`src/rtl/id_ex_stage.sv`:
```
// ID/EX pipeline register with load-use hazard detection, WB->ID bypass on capture,
// WB refresh of held operands, and a saturating load-use bubble counter.
module id_ex_stage #(
    parameter int XLEN   = 32,
    parameter int CTRL_W = 8,
    parameter int CNT_W  = 16
) (
    input  logic              i_clk,
    input  logic              i_rst_n,
    input  logic              i_id_valid,
    input  logic [XLEN-1:0]   i_id_pc,
    input  logic [4:0]        i_id_rs1,
    input  logic [4:0]        i_id_rs2,
    input  logic [4:0]        i_id_rd,
    input  logic              i_id_uses_rs1,
    input  logic              i_id_uses_rs2,
    input  logic [XLEN-1:0]   i_id_rs1_data,
    input  logic [XLEN-1:0]   i_id_rs2_data,
    input  logic [XLEN-1:0]   i_id_imm,
    input  logic [CTRL_W-1:0] i_id_ctrl,
    input  logic              i_id_mem_read,
    input  logic              i_id_reg_write,
    input  logic [4:0]        i_wb_rd,
    input  logic              i_wb_reg_write,
    input  logic [XLEN-1:0]   i_wb_data,
    input  logic              i_flush,
    input  logic              i_ex_hold,
    output logic              o_ex_valid,
    output logic [XLEN-1:0]   o_ex_pc,
    output logic [XLEN-1:0]   o_ex_imm,
    output logic [XLEN-1:0]   o_ex_rs1_data,
    output logic [XLEN-1:0]   o_ex_rs2_data,
    output logic [4:0]        o_ex_rs1,
    output logic [4:0]        o_ex_rs2,
    output logic [4:0]        o_ex_rd,
    output logic [CTRL_W-1:0] o_ex_ctrl,
    output logic              o_ex_mem_read,
    output logic              o_ex_reg_write,
    output logic              o_stall_id,
    output logic [CNT_W-1:0]  o_bubble_cnt
);

    logic              valid_q, valid_d;
    logic [XLEN-1:0]   pc_q, pc_d;
    logic [XLEN-1:0]   imm_q, imm_d;
    logic [XLEN-1:0]   rs1_data_q, rs1_data_d;
    logic [XLEN-1:0]   rs2_data_q, rs2_data_d;
    logic [4:0]        rs1_q, rs1_d;
    logic [4:0]        rs2_q, rs2_d;
    logic [4:0]        rd_q, rd_d;
    logic [CTRL_W-1:0] ctrl_q, ctrl_d;
    logic              mem_read_q, mem_read_d;
    logic              reg_write_q, reg_write_d;
    logic [CNT_W-1:0]  cnt_q, cnt_d;

    logic hazard;
    logic wb_active;
    logic wb_hit_id_rs1, wb_hit_id_rs2;
    logic wb_hit_ex_rs1, wb_hit_ex_rs2;

    assign hazard = valid_q & mem_read_q & (rd_q != 5'd0) & i_id_valid &
                    ((i_id_uses_rs1 & (i_id_rs1 == rd_q)) |
                     (i_id_uses_rs2 & (i_id_rs2 == rd_q)));

    assign wb_active     = i_wb_reg_write & (i_wb_rd != 5'd0);
    assign wb_hit_id_rs1 = wb_active & (i_wb_rd == i_id_rs1);
    assign wb_hit_id_rs2 = wb_active & (i_wb_rd == i_id_rs2);
    assign wb_hit_ex_rs1 = wb_active & valid_q & (i_wb_rd == rs1_q);
    assign wb_hit_ex_rs2 = wb_active & valid_q & (i_wb_rd == rs2_q);

    // A flush kills the ID instruction, so a coincident hazard must not stall IF/ID.
    assign o_stall_id = i_ex_hold | (hazard & ~i_flush);

    always_comb begin
        valid_d     = valid_q;
        pc_d        = pc_q;
        imm_d       = imm_q;
        rs1_data_d  = rs1_data_q;
        rs2_data_d  = rs2_data_q;
        rs1_d       = rs1_q;
        rs2_d       = rs2_q;
        rd_d        = rd_q;
        ctrl_d      = ctrl_q;
        mem_read_d  = mem_read_q;
        reg_write_d = reg_write_q;
        cnt_d       = cnt_q;

        if (i_ex_hold) begin
            if (wb_hit_ex_rs1) rs1_data_d = i_wb_data;
            if (wb_hit_ex_rs2) rs2_data_d = i_wb_data;
        end else if (i_flush || hazard) begin
            valid_d     = 1'b0;
            pc_d        = '0;
            imm_d       = '0;
            rs1_data_d  = '0;
            rs2_data_d  = '0;
            rs1_d       = '0;
            rs2_d       = '0;
            rd_d        = '0;
            ctrl_d      = '0;
            mem_read_d  = 1'b0;
            reg_write_d = 1'b0;
            if (!i_flush && (cnt_q != {CNT_W{1'b1}}))
                cnt_d = cnt_q + 1'b1;
        end else begin
            valid_d     = i_id_valid;
            pc_d        = i_id_pc;
            imm_d       = i_id_imm;
            rs1_data_d  = wb_hit_id_rs1 ? i_wb_data : i_id_rs1_data;
            rs2_data_d  = wb_hit_id_rs2 ? i_wb_data : i_id_rs2_data;
            rs1_d       = i_id_rs1;
            rs2_d       = i_id_rs2;
            rd_d        = i_id_rd;
            ctrl_d      = i_id_ctrl;
            mem_read_d  = i_id_mem_read;
            reg_write_d = i_id_reg_write & i_id_valid & (i_id_rd != 5'd0);
        end
    end

    always_ff @(posedge i_clk) begin
        if (!i_rst_n) begin
            valid_q     <= 1'b0;
            pc_q        <= '0;
            imm_q       <= '0;
            rs1_data_q  <= '0;
            rs2_data_q  <= '0;
            rs1_q       <= '0;
            rs2_q       <= '0;
            rd_q        <= '0;
            ctrl_q      <= '0;
            mem_read_q  <= 1'b0;
            reg_write_q <= 1'b0;
            cnt_q       <= '0;
        end else begin
            valid_q     <= valid_d;
            pc_q        <= pc_d;
            imm_q       <= imm_d;
            rs1_data_q  <= rs1_data_d;
            rs2_data_q  <= rs2_data_d;
            rs1_q       <= rs1_d;
            rs2_q       <= rs2_d;
            rd_q        <= rd_d;
            ctrl_q      <= ctrl_d;
            mem_read_q  <= mem_read_d;
            reg_write_q <= reg_write_d;
            cnt_q       <= cnt_d;
        end
    end

    assign o_ex_valid     = valid_q;
    assign o_ex_pc        = pc_q;
    assign o_ex_imm       = imm_q;
    assign o_ex_rs1_data  = rs1_data_q;
    assign o_ex_rs2_data  = rs2_data_q;
    assign o_ex_rs1       = rs1_q;
    assign o_ex_rs2       = rs2_q;
    assign o_ex_rd        = rd_q;
    assign o_ex_ctrl      = ctrl_q;
    assign o_ex_mem_read  = mem_read_q;
    assign o_ex_reg_write = reg_write_q;
    assign o_bubble_cnt   = cnt_q;

endmodule

```
`config.mk`:
```
export PLATFORM = sky130hd
export DESIGN_NAME = id_ex_stage
export DESIGN_NICKNAME = d
export VERILOG_FILES = /design/src/rtl/id_ex_stage.sv
export SDC_FILE = /design/constraint.sdc
export NUM_CORES = 1
export LEC_CHECK = 0
export CAP_MARGIN = 0
export CORE_AREA = 2 2 145 147
export DETAILED_ROUTE_END_ITERATION = 8
export DIE_AREA = 0 0 147 149
export GPL_ROUTABILITY_DRIVEN = 0
export PLACE_DENSITY = 0.82
export SYNTH_ARGS = -nofsm -noshare
export SYNTH_HDL_FRONTEND = slang
export SYNTH_SLANG_ARGS = --single-unit
```
`constraint.sdc`:
```
create_clock -name i_clk -period 5.4 [get_ports i_clk]
set_input_delay 1.08 -clock i_clk [delete_from_list [all_inputs] [get_ports i_clk]]
set_output_delay 1.08 -clock i_clk [all_outputs]
set_load 0.005 [all_outputs]
```
==> results.ini, run 1 <==
[outcome]
outcome = finished clean

[synthesis]
number_of_distinct_library_cells_after_synthesis = 40
ys_dominant_reg_cell = sky130_fd_sc_hd__dfxtp_1
yosys_warnings = 0
synth_cells = 644
post-synth-top-area-fraction_pct = 47.2
mappedNetlistNets = 843
synth_seq_area_share_pct = 47.2
yosys_register_bits = 170
synth.avg_cell_area_sq_um = 11.2
number_of_enable_type_register_cells_in_the_synthesized_netlist = 0
proportion_of_register_bits_with_asynchronous_set_or_reset_after_synthesis_pct = 0
synth_area_leader_cell = sky130_fd_sc_hd__dfxtp_1
yosys-top-cells-area = sky130_fd_sc_hd__dfxtp_1, sky130_fd_sc_hd__mux2i_1, sky130_fd_sc_hd__a22o_1
mappedNetlistArea_sq_um = 7220

[route]
detail_route.iter0.violations = 300
routed_length_per_placed_instance_um = 18.5
detail_route.first_pass.iterations = 4
via_count = 6636
drt_wl_total_um = 23600
final_antenna_net_count = 0
avgViaCountPerCell = 5.21
drc = 0

[sta]
fin_tns_setup_ns = 0
max-slew-margin-rel_pct = 35.6
timing.final.crit_period_ns = 4.41
number_of_hold_slack_violations_in_the_final_timing_report = 0
post-route-period-util_pct = 81.7
clock_skew_ns = 0.0132
rsz0062_at_grt = no
fmax_mhz = 227
timing_worst_slew_pin_value_ns = 0.963
report.final.setup_viol = 0
final_max_slew_viol_count = 0

[setup_path]
worst_setup_path_start_kind = input port
cp_data_required_time_ns = 4.32
rr_worst_depth = 7
r2r_start = o_ex_rd[1]
cp-end-kind = output pin
timing_worst_setup_path_type = input port to output pin
ff2ff_setup_slack_ns = 2.50
cp.arrival_ns = 3.33
critical_path_peak_fanout = 3
endpoint_of_the_worst_register_to_register_path = o_ex_pc[23]

[cts]
cts.hold.buffers_added = 0
cts-resized-gates = 0
post_cts.repair.setup_buffers = 0
max-clock-path-buffers = 2
clock_tree_from_tritoncts = built
tritoncts_num_sinks = 170
clock_tree.root_cell = sky130_fd_sc_hd__clkbuf_16
cts_inserted_buffers = 17
clkSlewWorstSetupHoldPaths_ns = 0.07
insertion_delay_ns = 0.42
ctsHtreeMaxLevel = 4

[floorplanning]
die_height_um = 149
die_area_sq_um = 21900
core_area_sq_um = 20600
die-width_um = 147
initial_core_util_pct = 35.1
num_io_pins = 369
floorplan.rows = 53

[global_route]
grt_remaining_overflow = 0
number_of_antenna_violations_at_the_first_check_in_global_routing = 0
pin_count_of_the_biggest_net_entering_global_routing = 65
number_of_global_route_vias_before_repair = 6457
first_pass_grt_wire_length_um = 36100
global_route.usage.total_pct = 20.8

[placed_design]
placed_cell_area_sq_um = 10900
dp_hpwl_um = 17000
place.detailed.instances = 1241
numPortBuffers = 368

[run]
max_cap_viol_count = 0

[cells_and_area]
antenna_diode_instance_count = 0
fillCellCount = 1766
stdcell_area_sq_um = 11500
drive_above_1_share_pct = 5.51
area.growth.synth_to_final_pct = 59.8
stdcell_count = 1273
layout.core_utilization_pct = 56.1
nNetsFinal = 1184

[pwr]
ir_drop_uv = 191
power_per_standard_cell_area_nw_per_um2 = 257
p_leak_uw = 0.00386

[hold_path]
hold_depth = 2
worst_hold_startpoint = o_ex_reg_write
hold_path.class = register to register
worstHoldEndpoint = o_ex_reg_write

-- how the worst max path moves through the flow --
stage / from / endpoint / slack [ns] / cells past startpoint
3_5_place_dp: i_id_rs2[4] / o_stall_id / 1.0 / 7
6_report: i_id_rs2[4] / o_stall_id / 0.99 / 7
2_1_floorplan: i_id_rs1[1] / o_stall_id / 2.48 / 5
4_1_cts: i_id_rs2[4] / o_stall_id / 1.01 / 7
3_3_place_gp: i_id_rs2[4] / o_stall_id / 1.02 / 7
5_1_grt: i_id_rs2[4] / o_stall_id / 0.93 / 7
-- critical path, stage by stage --
cell                              delay (ns)
sky130_fd_sc_hd__clkdlybuf4s50_1        0.61
sky130_fd_sc_hd__xnor2_1                0.17
sky130_fd_sc_hd__nand4_1                0.12
sky130_fd_sc_hd__o22ai_1                0.42
sky130_fd_sc_hd__nand2_1                0.19
sky130_fd_sc_hd__o21bai_1               0.19
sky130_fd_sc_hd__clkdlybuf4s50_1        0.56
-- synth_stat cells (all sizes together), types with 9 or more instances --
cell    instances
dfxtp         170
mux2i         131
a22o           89
o22ai          65
buf            32
clkbuf         23
xnor2          23
nand3          13
nand2          12
o21ai          11
a21oi          10
nor2            9
-- layer usage --
layer / global-route usage, % / share of wire (%) / vias up
li1: - / - / 3133
met1: 26.8 / 44 / 3183
met2: 33.1 / 46 / 297
met3: 7.13 / 8.8 / 23
met4: 6.83 / 1.8 / 0
met5: 0 / 0 / -
-- sequential cells by signal, summed over array words and instances, names as in the netlist --
signal          cells
o_ex_pc            32
o_ex_ctrl           8
o_ex_rd             5
o_bubble_cnt       16
o_ex_rs1            5
o_ex_imm           32
o_ex_rs2_data      32
o_ex_reg_write      1
o_ex_rs2            5
o_ex_valid          1
o_ex_mem_read       1
o_ex_rs1_data      32
-- power by group --
part	switching [uW]	total, uW	internal [uW]
clock network	583	1220	635
logic	149	413	263
registers	29.3	1330	1300
total	761	2960	2200
-- metrics by stage --
stage,hold slack [ns],worst slack (ns),power [uW]
CTS,0.466,1.01,2990
global route,0.469,0.933,3080
finish,0.465,0.990,2960
global placement,0.441,1.02,1760
floorplan,0.449,2.48,1490
detailed placement,0.447,0.998,1770
-- cell type report --
type	count	area, sq um	area share (%)
multi-input cells	415	3430	29.7
clock buffers	18	439	3.81
repair buffers	377	3750	32.5
flip-flops and latches	170	3400	29.5
well taps	275	344	2.98
clock inverters	14	153	1.32
inverters	4	15.0	0.130
-- kinds of logic after synthesis --
family	share of synthesized area (%)
AND/OR/NAND/NOR	6.29
adder cells (fa/ha/maj)	0.173
buffers and inverters	5.51
multiplexers	18.2
flip-flops	47.2
XOR/XNOR	3.76
AO/OA/AOI/OAI	18.9
-- placed cells by master (no fill, tap or decap), types with 4 or more instances in the layout --
cell type,n
sky130_fd_sc_hd__or3_1,8
sky130_fd_sc_hd__nand4_1,8
sky130_fd_sc_hd__nand2_1,11
sky130_fd_sc_hd__o21ai_0,9
sky130_fd_sc_hd__a22o_1,89
sky130_fd_sc_hd__clkdlybuf4s50_1,368
sky130_fd_sc_hd__inv_1,4
sky130_fd_sc_hd__mux2i_1,131
sky130_fd_sc_hd__nand3_1,12
sky130_fd_sc_hd__xor2_1,8
sky130_fd_sc_hd__dfxtp_1,170
sky130_fd_sc_hd__nor2_1,8
sky130_fd_sc_hd__inv_8,7
sky130_fd_sc_hd__o22ai_1,65
sky130_fd_sc_hd__buf_4,9
sky130_fd_sc_hd__clkbuf_16,17
sky130_fd_sc_hd__a21oi_1,10
sky130_fd_sc_hd__or4_1,4
sky130_fd_sc_hd__xnor2_1,23
Power figures use the tool's default switching activity.
==> inputs of run 2 (changes only) <==
--- a/config.mk
+++ b/config.mk
@@ -6,11 +6,12 @@
 export NUM_CORES = 1
 export LEC_CHECK = 0
 export CAP_MARGIN = 0
-export CORE_AREA = 2 2 145 147
+export CORE_ASPECT_RATIO = 0.9
+export CORE_MARGIN = 2
+export CORE_UTILIZATION = 36
 export DETAILED_ROUTE_END_ITERATION = 8
-export DIE_AREA = 0 0 147 149
 export GPL_ROUTABILITY_DRIVEN = 0
-export PLACE_DENSITY = 0.82
+export PLACE_DENSITY = 0.86
 export SYNTH_ARGS = -nofsm -noshare
 export SYNTH_HDL_FRONTEND = slang
 export SYNTH_SLANG_ARGS = --single-unit
==> constraint.sdc (replaced) <==
create_clock -name i_clk -period 3.75 [get_ports i_clk]
set_input_delay 0.75 -clock i_clk [delete_from_list [all_inputs] [get_ports i_clk]]
set_output_delay 0.75 -clock i_clk [all_outputs]
set_load 0.005 [all_outputs]
==> results.ini, run 2 (same netlist as run 1, synthesis figures left out) <==
[global_route]
first_pass_grt_wire_length_um = 36400
global_route.usage.total_pct = 21.4
grt_remaining_overflow = 0
number_of_antenna_violations_at_the_first_check_in_global_routing = 1
pin_count_of_the_biggest_net_entering_global_routing = 90
number_of_global_route_vias_before_repair = 6655

[pwr]
power_per_standard_cell_area_nw_per_um2 = 379
ir_drop_uv = 343
p_leak_uw = 0.00389

[sta]
post-route-period-util_pct = 96.1
number_of_hold_slack_violations_in_the_final_timing_report = 0
max-slew-margin-rel_pct = 35.2
fin_tns_setup_ns = 0
finalWorstSetupSlack_ns = 0.145
fmax_mhz = 277
final_max_slew_viol_count = 0
hold-worst-slack_ns = 0.480
timing.final.crit_period_ns = 3.61
report.final.setup_viol = 0
rsz0062_at_grt = no
clock_skew_ns = 0.0184
timing_worst_slew_pin_value_ns = 0.970

[cts]
tritoncts_num_sinks = 170
clock_tree.root_cell = sky130_fd_sc_hd__clkbuf_16
clock_tree_from_tritoncts = built
ctsHtreeMaxLevel = 4
max-clock-path-buffers = 2
cts-resized-gates = 0
cts_inserted_buffers = 17
post_cts.repair.setup_buffers = 0
clkSlewWorstSetupHoldPaths_ns = 0.07
cts.hold.buffers_added = 0
insertion_delay_ns = 0.43

[run]
max_cap_viol_count = 0

[route]
dr_wl_met3_um = 2100
via_count = 6652
highest_layer = met4
routed_length_per_placed_instance_um = 18.8
final_antenna_net_count = 0
drc = 0
route.met2.wl_um = 11000
avgViaCountPerCell = 5.30
detail_route.first_pass.iterations = 5
detail_route.iter0.violations = 368
drt_wl_total_um = 23600
wl_met1_um = 9840

[floorplanning]
die-width_um = 153
floorplan.rows = 49
core_area_sq_um = 19800
initial_core_util_pct = 36.4
num_io_pins = 369
die_height_um = 138
die_area_sq_um = 21200

[setup_path]
endpoint_of_the_worst_register_to_register_path = o_ex_pc[23]
cp-end-kind = output pin
rr_worst_depth = 7
r2r_start = o_ex_rd[0]
timing_worst_setup_path_type = input port to output pin
cp.arrival_ns = 2.86
cp_data_required_time_ns = 3.00
critical_path_peak_fanout = 3
worst_setup_path_start_kind = input port
ff2ff_setup_slack_ns = 1.17

[hold_path]
worstHoldEndpoint = o_ex_pc[24]
worst_hold_startpoint = o_ex_pc[24]
hold_path.class = register to register
hold_depth = 1

[cells_and_area]
nNetsFinal = 1185
leading_cell_type_in_the_layout_fill_and_taps_excluded = sky130_fd_sc_hd__clkdlybuf4s50_1
stdcell_count = 1255
final_cell_mix = sky130_fd_sc_hd__clkdlybuf4s50_1, sky130_fd_sc_hd__dfxtp_1, sky130_fd_sc_hd__mux2i_1, sky130_fd_sc_hd__a22o_1, sky130_fd_sc_hd__o22ai_1
area.growth.synth_to_final_pct = 60.4
drive_above_1_share_pct = 5.61

[placed_design]
pre_cts_setup_slack_ns = 0.205
numPortBuffers = 368
place.detailed.instances = 1222
dp_hpwl_um = 16900

[outcome]
outcome = finished clean

-- run 2: cell type report --
type | count | area (sq um)
Inverter | 4 | 15.0
Sequential cell | 170 | 3400
Tap cell | 255 | 319
Timing Repair Buffer | 378 | 3770
Antenna cell | 1 | 2.50
Clock inverter | 15 | 216
Multi-Input combinational cell | 415 | 3430
Clock buffer | 17 | 425
Fill cell | 1638 | 8220
-- run 2: worst max path at each step --
stage / startpoint / to / depth (start not counted)
finish: i_id_rs1[3] / o_stall_id / 7
global route: i_id_rs1[3] / o_stall_id / 7
CTS: i_id_rs1[3] / o_stall_id / 7
detailed placement: i_id_rs1[3] / o_stall_id / 7
global placement: i_id_rs1[1] / o_stall_id / 7
floorplan: i_wb_rd[2] / o_ex_rs1_data[10] / 7
-- run 2: per-layer routing --
layer  vias up  GRT usage [%]
li1       3128              -
met1      3183           26.8
met2       306           34.7
met3        35           6.46
met4         0           7.75
met5         -              0
-- run 2: critical path: stages --
cell                              delay (ns)
sky130_fd_sc_hd__clkdlybuf4s50_1        0.56
sky130_fd_sc_hd__xnor2_1                0.15
sky130_fd_sc_hd__nand4_1                0.10
sky130_fd_sc_hd__o22ai_1                0.32
sky130_fd_sc_hd__nand2_1                0.17
sky130_fd_sc_hd__o21bai_1               0.26
sky130_fd_sc_hd__clkdlybuf4s50_1        0.55
-- run 2: power by group --
group / switching, uW / internal (uW)
sequential: 42.3 / 1870
combinational: 215 / 381
clock: 942 / 938
-- run 2: per-stage QoR --
stage               power, uW  cell area (sq um)  utilization [%]
finish                   4390              11600             58.5
floorplan                2150               7220                -
global placement         2540              10900             55.2
detailed placement       2550              10900             55.2
CTS                      4430              11600             58.5
global route             4560              11600             58.5
==> RTL edit (settings of run 2) <==
`CTRL_W`: 8 -> 10.
--- a/src/rtl/id_ex_stage.sv
+++ b/src/rtl/id_ex_stage.sv
@@ -4,3 +4,3 @@
     parameter int XLEN   = 32,
-    parameter int CTRL_W = 8,
+    parameter int CTRL_W = 10,
     parameter int CNT_W  = 16
Interface: changed (resized i_id_ctrl and o_ex_ctrl); port bits go from 369 to 373. The function was not compared with the original's and may differ.
==> RTL edit against run 2 <==
- design area up 4.5%
- non-clock buffer count up 6
- die area up 5.1%
- area after synthesis rose by 5.2%
- sequential cell count grew 2
- fmax grew 0.71%
- setup slack better by 0.025 ns
- routed wire length grew 7.6%
- total power increased by 3.4%
==> RTL edit: results (changes against run 2) <==
- Status: complete, no violations
- Slowest-stage cell, CP: clkdlybuf4s50_1
- Vias: 7211 (+8.4%)
- Final wirelength: 25420 um (+7.6%)
- # port buffers: 372 (+1.1%)
- Largest net degree at the start of global routing: 93 (+3.3%)
- Synthesized area per cell: 10.11 um^2 (-9.8%)
- Clock Tree Root: clkbuf_16
- HP Start: o_ex_imm[29]
- CTS buffer count: 17 (unchanged)
- VDD IR max: 0.2866 mV (-16%)
- Mapped Nets: 952 (+13%)
- Router iterations before antenna repair: 5 (unchanged)
- Fillers: 1754 (+7.1%)
- WL/cell: 18.30 um (-2.7%)
- Share of layout cells above drive strength 1: 10.89% (+5.3 points)
- DR iter-0 viols: 375 (+1.9%)
- Gr usage total: 22.00% (+0.64 points)
- WP data arrival: 2.83 ns (-0.03 ns)
- Hold EP: o_ex_imm[29]
- Critical path's largest stage delay: 0.54 ns (-0.02 ns)
- FF-to-FF setup slack: 1.42 ns (+0.25 ns)
- Synth top area cells: dfxtp_1, mux2_4, a22o_1
- WHS: 0.4768 ns (-0.003047 ns)
- Dpl cells: 1356 (+11%)
- First-pass GRT wire length: 38520 um (+5.8%)
- Vias in the first global route: 7038 (+5.8%)
- Transition time of the tightest slew-check pin: 0.9673 ns (-0.002612 ns)
- Post-DP HPWL: 18360 um (+8.7%)
- Maximum clock frequency: 279.4 MHz (+0.71%)
- Total Nets Final: 1290 (+8.9%)
- P_leak: 4.486 nW (+15%)
- Synth top cells by count: dfxtp_1, nand2_1, a22o_1
- Layout Skew: 0.01494 ns (-0.003438 ns)
- Yosys warns: 0 (unchanged)
- Longest Clk Path Bufs: 2 (unchanged)
- Reg-to-Reg End: o_bubble_cnt[9]
- Worst slack at placement: 0.1548 ns (-0.05006 ns)
- Placement-stage cell area: 0.01148 mm^2 (+5.0%)
- FF-to-FF path depth: 8 (+1)
- Part of the Yosys area used for sequential elements: 45.35% (-1.8 points)
- R2r startpoint: o_bubble_cnt[0]
## RTL edit: changes by cell type in the layout (fill, tap and decap cells not counted), sizes merged, moves of 4 or more
| cell | run 2 | this run |
|---|---|---|
| buf | 10 | 14 |
| o21ai | 11 | 76 |
| a31oi | 0 | 64 |
| a21oi | 10 | 15 |
| mux2 | 0 | 64 |
| nand2 | 12 | 106 |
| mux2i | 131 | 1 |
| o22ai | 65 | 1 |
| or3 | 8 | 12 |
| nor2 | 9 | 5 |
## RTL edit: final cells by class
cell class | count | area [um^2] | share of cell area (%)
clock inverter | 15 | 192.7 | 1.593
antenna | 1 | 2.502 | 0.02068
sequential | 172 | 3443 | 28.46
timing repair buffer | 384 | 3879 | 32.06
multi-input combinational | 511 | 3787 | 31.30
tap | 286 | 357.8 | 2.958
inverter | 3 | 11.26 | 0.09307
clock buffer | 17 | 425.4 | 3.516
## RTL edit: how the worst max path moves through the flow
| stage | from | endpoint | cells after the start |
|---|---|---|---|
| floorplan | i_wb_rd[2] | o_ex_rs1_data[10] | 8 |
| global placement | i_id_rs2[1] | o_stall_id | 8 |
| detailed placement | i_id_rs2[1] | o_stall_id | 8 |
| CTS | i_id_rs2[1] | o_stall_id | 8 |
| global route | i_id_rs2[1] | o_stall_id | 8 |
| finish | i_id_rs2[1] | o_stall_id | 8 |
## RTL edit: logic make-up (layout without fill, tap and decap cells)
group                      count (synthesis)  in the layout  share of synthesized area (%)
AOI/OAI and AO/OA                        256            256                          23.52
xor gates and xnor gates                  31             31                          3.576
adders and majority gates                  1              1                         0.1648
buffers and inverters                     68            419                          4.944
DFF                                      172            172                          45.35
muxes                                     65             65                          12.59
other                                      0              1                              0
and+or+nand+nor                          158            158                          9.855
## RTL edit: report_power, final
| part | leakage (nW) | internal (mW) | switching [mW] |
|---|---|---|---|
| Clock | 0.302 | 0.967 | 0.857 |
| Combinational | 2.77 | 0.471 | 0.278 |
| Sequential | 1.41 | 1.91 | 0.0536 |
## RTL edit: routing by layer
| layer | part of all wire, % | global-route usage [%] | vias to the layer above |
|---|---|---|---|
| met5 | 0 | 0 | - |
| met4 | 2.8 | 8.995 | 0 |
| met3 | 6.1 | 5.437 | 47 |
| met2 | 49 | 36.50 | 289 |
| met1 | 42 | 27.37 | 3412 |
| li1 | - | - | 3463 |
## RTL edit: worst register-to-register path, stage by stage (launching register included)
cell and delay [ns]:
dfxtp_1 0.37, ha_1 0.25, and3_1 0.20, and3_1 0.22, a41oi_1 0.25, nand3_1 0.10, buf_4 0.22, or4_1 0.51
a21oi_1 0.15
